### src/rtl/sprite_pkg.sv
// Shared types and constants for the sprite ROM scheduler: sprite geometry,
// frame-select width and the per-sprite descriptor held in the shadow registers.
package sprite_pkg;

  localparam int SPR_W = 16;
  localparam int SPR_H = 16;
  localparam int FRM_W = 2;
  localparam logic [3:0] TRANSPARENT_IDX = 4'h0;

  typedef logic [9:0] spr_pos_t;

  typedef struct packed {
    spr_pos_t         x;
    spr_pos_t         y;
    logic [FRM_W-1:0] frame;
    logic             en;
  } spr_desc_t;

endpackage

### src/rtl/sprite_hit_test.sv
// Per-sprite coverage test: does the current pixel fall inside this sprite's box,
// and where inside the sprite bitmap does it land.
module sprite_hit_test
  import sprite_pkg::*;
#(
  parameter int SPR_W = 16,
  parameter int SPR_H = 16
) (
  input  logic [9:0]               DrawX,
  input  logic [9:0]               DrawY,
  input  spr_desc_t                desc,
  output logic                     hit,
  output logic [$clog2(SPR_W)-1:0] dx_w,
  output logic [$clog2(SPR_H)-1:0] dy_w
);

  logic [9:0] dx, dy;

  assign dx = DrawX - desc.x;
  assign dy = DrawY - desc.y;

  // The >= terms stop a sprite near x/y=1023 from wrapping onto column/row 0;
  // anything past the right/bottom edge simply never gets drawn.
  assign hit = desc.en
            && (DrawX >= desc.x) && (DrawY >= desc.y)
            && (dx < 10'(SPR_W)) && (dy < 10'(SPR_H));

  assign dx_w = dx[$clog2(SPR_W)-1:0];
  assign dy_w = dy[$clog2(SPR_H)-1:0];

endmodule

### src/rtl/sprite_rom_scheduler.sv
// Shares one synchronous sprite ROM among NUM_SPR objects: fixed-priority winner
// selection, 3-cycle aligned palette output and per-frame overlap flags.
module sprite_rom_scheduler
  import sprite_pkg::*;
#(
  parameter int NUM_SPR  = 4,
  parameter int SPR_W    = 16,
  parameter int SPR_H    = 16,
  parameter int FRM_W    = 2,
  parameter int ADDR_W   = 10,
  parameter int V_ACTIVE = 480
) (
  input  logic                     vga_clk,
  input  logic                     reset_n,
  input  logic [9:0]               DrawX,
  input  logic [9:0]               DrawY,
  input  logic                     blank,
  input  logic [NUM_SPR*10-1:0]    spr_x,
  input  logic [NUM_SPR*10-1:0]    spr_y,
  input  logic [NUM_SPR*FRM_W-1:0] spr_frame,
  input  logic [NUM_SPR-1:0]       spr_en,
  output logic [ADDR_W-1:0]        rom_address,
  input  logic [3:0]               rom_q,
  output logic                     pix_valid,
  output logic [3:0]               pix_index,
  output logic [NUM_SPR-1:0]       collision,
  output logic                     frame_done
);

  localparam int XB = $clog2(SPR_W);
  localparam int YB = $clog2(SPR_H);
  localparam logic [9:0] V_END = 10'(V_ACTIVE);

  spr_desc_t [NUM_SPR-1:0]         shd_q, shd_d;
  logic [NUM_SPR-1:0]              hit;
  logic [NUM_SPR-1:0][XB-1:0]      dx_w;
  logic [NUM_SPR-1:0][YB-1:0]      dy_w;

  logic [ADDR_W-1:0]               rom_addr_q, rom_addr_d;
  logic [1:0]                      hit_pipe_q, blk_pipe_q;
  logic                            pix_valid_q, pix_valid_d;
  logic [3:0]                      pix_index_q;
  logic [NUM_SPR-1:0]              acc_q, acc_d, coll_q;
  logic                            frame_done_q;
  logic                            hit_any, multi_hit, frame_end;

  genvar g;
  generate
    for (g = 0; g < NUM_SPR; g++) begin : g_spr
      assign shd_d[g].x     = spr_x[10*g +: 10];
      assign shd_d[g].y     = spr_y[10*g +: 10];
      assign shd_d[g].frame = spr_frame[FRM_W*g +: FRM_W];
      assign shd_d[g].en    = spr_en[g];

      sprite_hit_test #(
        .SPR_W (SPR_W),
        .SPR_H (SPR_H)
      ) u_hit (
        .DrawX (DrawX),
        .DrawY (DrawY),
        .desc  (shd_q[g]),
        .hit   (hit[g]),
        .dx_w  (dx_w[g]),
        .dy_w  (dy_w[g])
      );
    end
  endgenerate

  assign hit_any   = |hit;
  assign multi_hit = |(hit & (hit - 1'b1));
  assign frame_end = (DrawY == V_END) && (DrawX == 10'd0);

  // Walk downward so the lowest-index hitter is the last to write; no hit keeps
  // the old address so the ROM address bus stays quiet between sprites.
  always_comb begin
    rom_addr_d = rom_addr_q;
    for (int i = NUM_SPR - 1; i >= 0; i--) begin
      if (hit[i]) rom_addr_d = {shd_q[i].frame, dy_w[i], dx_w[i]};
    end
  end

  always_comb begin
    acc_d = acc_q;
    if (blank && multi_hit) acc_d = acc_q | hit;
  end

  // Transparency is decided only on the winner's data; lower sprites never show through.
  assign pix_valid_d = hit_pipe_q[1] & blk_pipe_q[1] & (rom_q != TRANSPARENT_IDX);

  always_ff @(posedge vga_clk or negedge reset_n) begin
    if (!reset_n) begin
      shd_q        <= '0;
      rom_addr_q   <= '0;
      hit_pipe_q   <= '0;
      blk_pipe_q   <= '0;
      pix_valid_q  <= 1'b0;
      pix_index_q  <= '0;
      acc_q        <= '0;
      coll_q       <= '0;
      frame_done_q <= 1'b0;
    end else begin
      rom_addr_q   <= rom_addr_d;
      hit_pipe_q   <= {hit_pipe_q[0], hit_any};
      blk_pipe_q   <= {blk_pipe_q[0], blank};
      pix_valid_q  <= pix_valid_d;
      pix_index_q  <= pix_valid_d ? rom_q : TRANSPARENT_IDX;
      frame_done_q <= frame_end;
      if (frame_end) begin
        shd_q  <= shd_d;
        coll_q <= acc_d;
        acc_q  <= '0;
      end else begin
        acc_q  <= acc_d;
      end
    end
  end

  assign rom_address = rom_addr_q;
  assign pix_valid   = pix_valid_q;
  assign pix_index   = pix_index_q;
  assign collision   = coll_q;
  assign frame_done  = frame_done_q;

endmodule

### config.mk
export PLATFORM = sky130hd
export DESIGN_NAME = sprite_rom_scheduler
export DESIGN_NICKNAME = d
export VERILOG_FILES = /design/src/rtl/sprite_pkg.sv /design/src/rtl/sprite_hit_test.sv /design/src/rtl/sprite_rom_scheduler.sv
export SDC_FILE = /design/constraint.sdc
export NUM_CORES = 1
export LEC_CHECK = 0
export ABC_AREA = 1
export ABC_CLOCK_PERIOD_IN_PS = 6100
export BUFFER_PORTS_ARGS = -buffer_cell sky130_fd_sc_hd__buf_2
export CAP_MARGIN = 15
export CORE_AREA = 5 5 139 174
export CTS_BUF_LIST = sky130_fd_sc_hd__clkbuf_8
export CTS_CLUSTER_SIZE = 14
export DETAILED_ROUTE_END_ITERATION = 16
export DIE_AREA = 0 0 144 179
export PLACE_DENSITY = 0.72
export SYNTH_ARGS = -nofsm -noshare
export SYNTH_HDL_FRONTEND = slang
export SYNTH_SLANG_ARGS = --single-unit
### constraint.sdc
create_clock -name vga_clk -period 6.1 [get_ports vga_clk]
set_input_delay 0.915 -clock vga_clk [delete_from_list [all_inputs] [get_ports vga_clk]]
set_output_delay 0.915 -clock vga_clk [all_outputs]
set_load 0.02 [all_outputs]
==> results.sh <==
export IMPL_syn_avg_cell_area_sq_um=6.53
export IMPL_hold_viol=0
export IMPL_cts_tree="built"
export IMPL_clock_sinks=120
export IMPL_first_global_vias=9708
export IMPL_status="complete, no violations"
export IMPL_cts_resized=0
export IMPL_rsz0062_at_grt="false"
export IMPL_layout_nets=1856
export IMPL_layoutNonFillerInstCount=1945
export IMPL_synth_commonest_cells="nand2_1, inv_1, nor2_1"
export IMPL_grt_start_max_net_pins=82
export IMPL_fmax_ghz=0.284
export IMPL_io_buffers=138
export IMPL_ys_flop_type="dfrtp_1"
export IMPL_firstDrtPassIters=5
export IMPL_cts_setup_buffers=0
export IMPL_p_leak_nw=6.59
export IMPL_ios=139
export IMPL_min_to="hit_pipe_q[1]"
export IMPL_via_count=10100
export IMPL_grt_total_usage=0.234
export IMPL_syn_nets=1719
export IMPL_cap_violations=0
export IMPL_seq_area_frac_synth=0.304
export IMPL_reg2reg_depth=19
export IMPL_route_detailed_drc=0
export IMPL_tightest_slew_ns=1.01
export IMPL_cp_max_fo=20
export IMPL_period_minus_slack_ns=3.52
export IMPL_clock_latency_ns=0.46
export IMPL_routed_wl_mm=29.8
export IMPL_start_util=0.445
export IMPL_die_x_microns=144
export IMPL_maxSlewViolCount=0
export IMPL_whs_path_depth=0
export IMPL_routedWlPerCell_microns=15.3
export IMPL_grt_pass1_wl_mm=46.9
export IMPL_yosysMostFrequentCell="nand2_1"
export IMPL_cts_root_buf="clkbuf_8"
export IMPL_dp_cells=1913
export IMPL_ys_types=43
export IMPL_rows=61
export IMPL_hp_start="hit_pipe_q[0]"
export IMPL_powerDensity_nw_per_um2=173
export IMPL_max_slew_margin_rel=0.319
export IMPL_fp_dieH_microns=179
export IMPL_min_path_type="reg -> reg"
export IMPL_reg2reg_to="collision[1]"
export IMPL_reg2reg_from="shd_q[3]"
export IMPL_clk_pin_slew_worst_paths_ns=0.08
export IMPL_cts_htree_levels=4
export IMPL_num_fill_cells=2246
export IMPL_worstPathRequired_ns=6.46
export IMPL_synth_edf_count=0
export IMPL_clock_skew_ns=0.0132
export IMPL_routed_via_density=5.18
export IMPL_drt_initial_drc_count=588
export IMPL_detail_route_antenna_nets=0
export IMPL_irDropWorstVdd_v=0.000129
export IMPL_syn_to_final_growth_pct=14.7
export IMPL_dieArea_sq_um=25800
export IMPL_overflow=0
export IMPL_antenna_diode_count=0
export IMPL_synth_area_leader_cell="dfrtp_1"
export IMPL_finalSetupTns_ns=0
export IMPL_finalSetupViolCount=0
export IMPL_yosys_warnings=0
export IMPL_cts_buffer_depth=2
export IMPL_synth_area_sq_um=9880
export IMPL_r2r_slack_ns=3.02
export IMPL_drive_above_1_share=0.125
export IMPL_cp_arrival_ns=3.88
export IMPL_antenna_found_initial=0
export IMPL_cts_hold_buffers=0
export IMPL_period_share=0.578
export IMPL_gp_congestion=0.955
export IMPL_yosys_top_cells_area="dfrtp_1, nand2_1, ha_1"
export IMPL_dp_hpwl_mm=23.4
export IMPL_critPathKind="in -> reg"
export IMPL_core_sq_um=22200
export IMPL_numCtsBuffers=17
export IMPL_start_kind="input pin"
export IMPL_yosys_area_top_type_share=0.304
export IMPL_ys_async_sr_fraction=1.00
export IMPL_netlist_instances=1512
export IMPL_endpoint_kind="flop"
export IMPL_ys_ff_latch=120
## how the worst max path moves through the flow
stage | from | end | slack (ns)
floorplan | DrawX[0] | rom_address[3] | 3.04
global placement | DrawY[1] | rom_address[2] | 2.18
detailed placement | DrawY[1] | rom_address[2] | 2.15
CTS | DrawY[1] | rom_address[2] | 2.64
global route | DrawX[0] | rom_address[3] | 2.26
finish | DrawY[1] | rom_address[2] | 2.58
## layout by cell type, fill, tap and decap left out, types with 11 or more instances in the layout
cell type	n
buf_2	137
inv_1	246
nor2_1	122
xor2_1	11
clkbuf_8	18
dfrtp_1	120
nand4_1	33
o21ai_0	86
nand3_1	95
nand2_1	512
a21oi_1	63
nor3_1	16
ha_1	80
## report_power, final
group | switching [mW] | internal [mW]
clock | 0.367 | 0.542
sequential | 0.000189 | 0.796
combinational | 0.170 | 0.0876
## worst max-delay path, cell delays in order
cell	delay, ns
buf_2	0.23
inv_1	0.25
fa_1	0.52
nor2_2	0.14
nor2_2	0.06
inv_2	0.05
nand2_1	0.05
nand2_1	0.08
nor2_1	0.04
o21ai_1	0.24
nand3_1	0.13
nor2_2	0.61
o21ai_0	0.22
o211ai_1	0.16
nand2_1	0.07
nand2_1	0.07
nand2_1	0.04
## registers in the layout, summed over array words and instances (netlist names)
name and cells:
acc_q 4, pix_valid 1, hit_pipe_q 2, blk_pipe_q 2
collision 4, frame_done 1, shd_q 92, pix_index 4
rom_address 10
## area by class of cell
class	instances	area (sq um)	area share
Multi-Input combinational cell	1117	5820	0.513
Sequential cell	120	3000	0.265
Inverter	252	948	0.0837
Timing Repair Buffer	141	716	0.0632
Tap cell	283	354	0.0312
Clock buffer	18	248	0.0219
Clock inverter	14	246	0.0218
## per-stage QoR
| step | hold slack (ns) | total power [mW] | instance area [sq um] | util | setup slack [ns] |
|---|---|---|---|---|---|
| after CTS | 0.354 | 1.97 | 11300 | 0.510 | 2.64 |
| after detailed placement | 0.339 | 1.07 | 10800 | 0.488 | 2.15 |
| after floorplan | 0.331 | 0.949 | 9880 | - | 3.04 |
| final | 0.351 | 1.96 | 11300 | 0.510 | 2.58 |
| after global placement | 0.334 | 1.06 | 10800 | 0.488 | 2.18 |
| after global routing | 0.371 | 2.03 | 11300 | 0.510 | 2.26 |
## routing by layer
metal | global-route usage | vias up | wire, microns
met5 | 0 | - | 0
met4 | 0.117 | 0 | 1440
met3 | 0.0318 | 78 | 1790
met2 | 0.400 | 326 | 14300
met1 | 0.286 | 4591 | 12300
li1 | - | 5079 | -
## logic make-up (layout without fill, tap and decap cells)
group,Yosys count,after routing,share of synthesized area
xor gates and xnor gates,17,17,0.0158
AOI/OAI and AO/OA,187,187,0.103
DFF,120,120,0.304
and+or+nand+nor,825,825,0.352
buffers and inverters,275,425,0.107
adders and majority gates,88,88,0.118
Note: power is estimated with default switching activity, not from simulation.
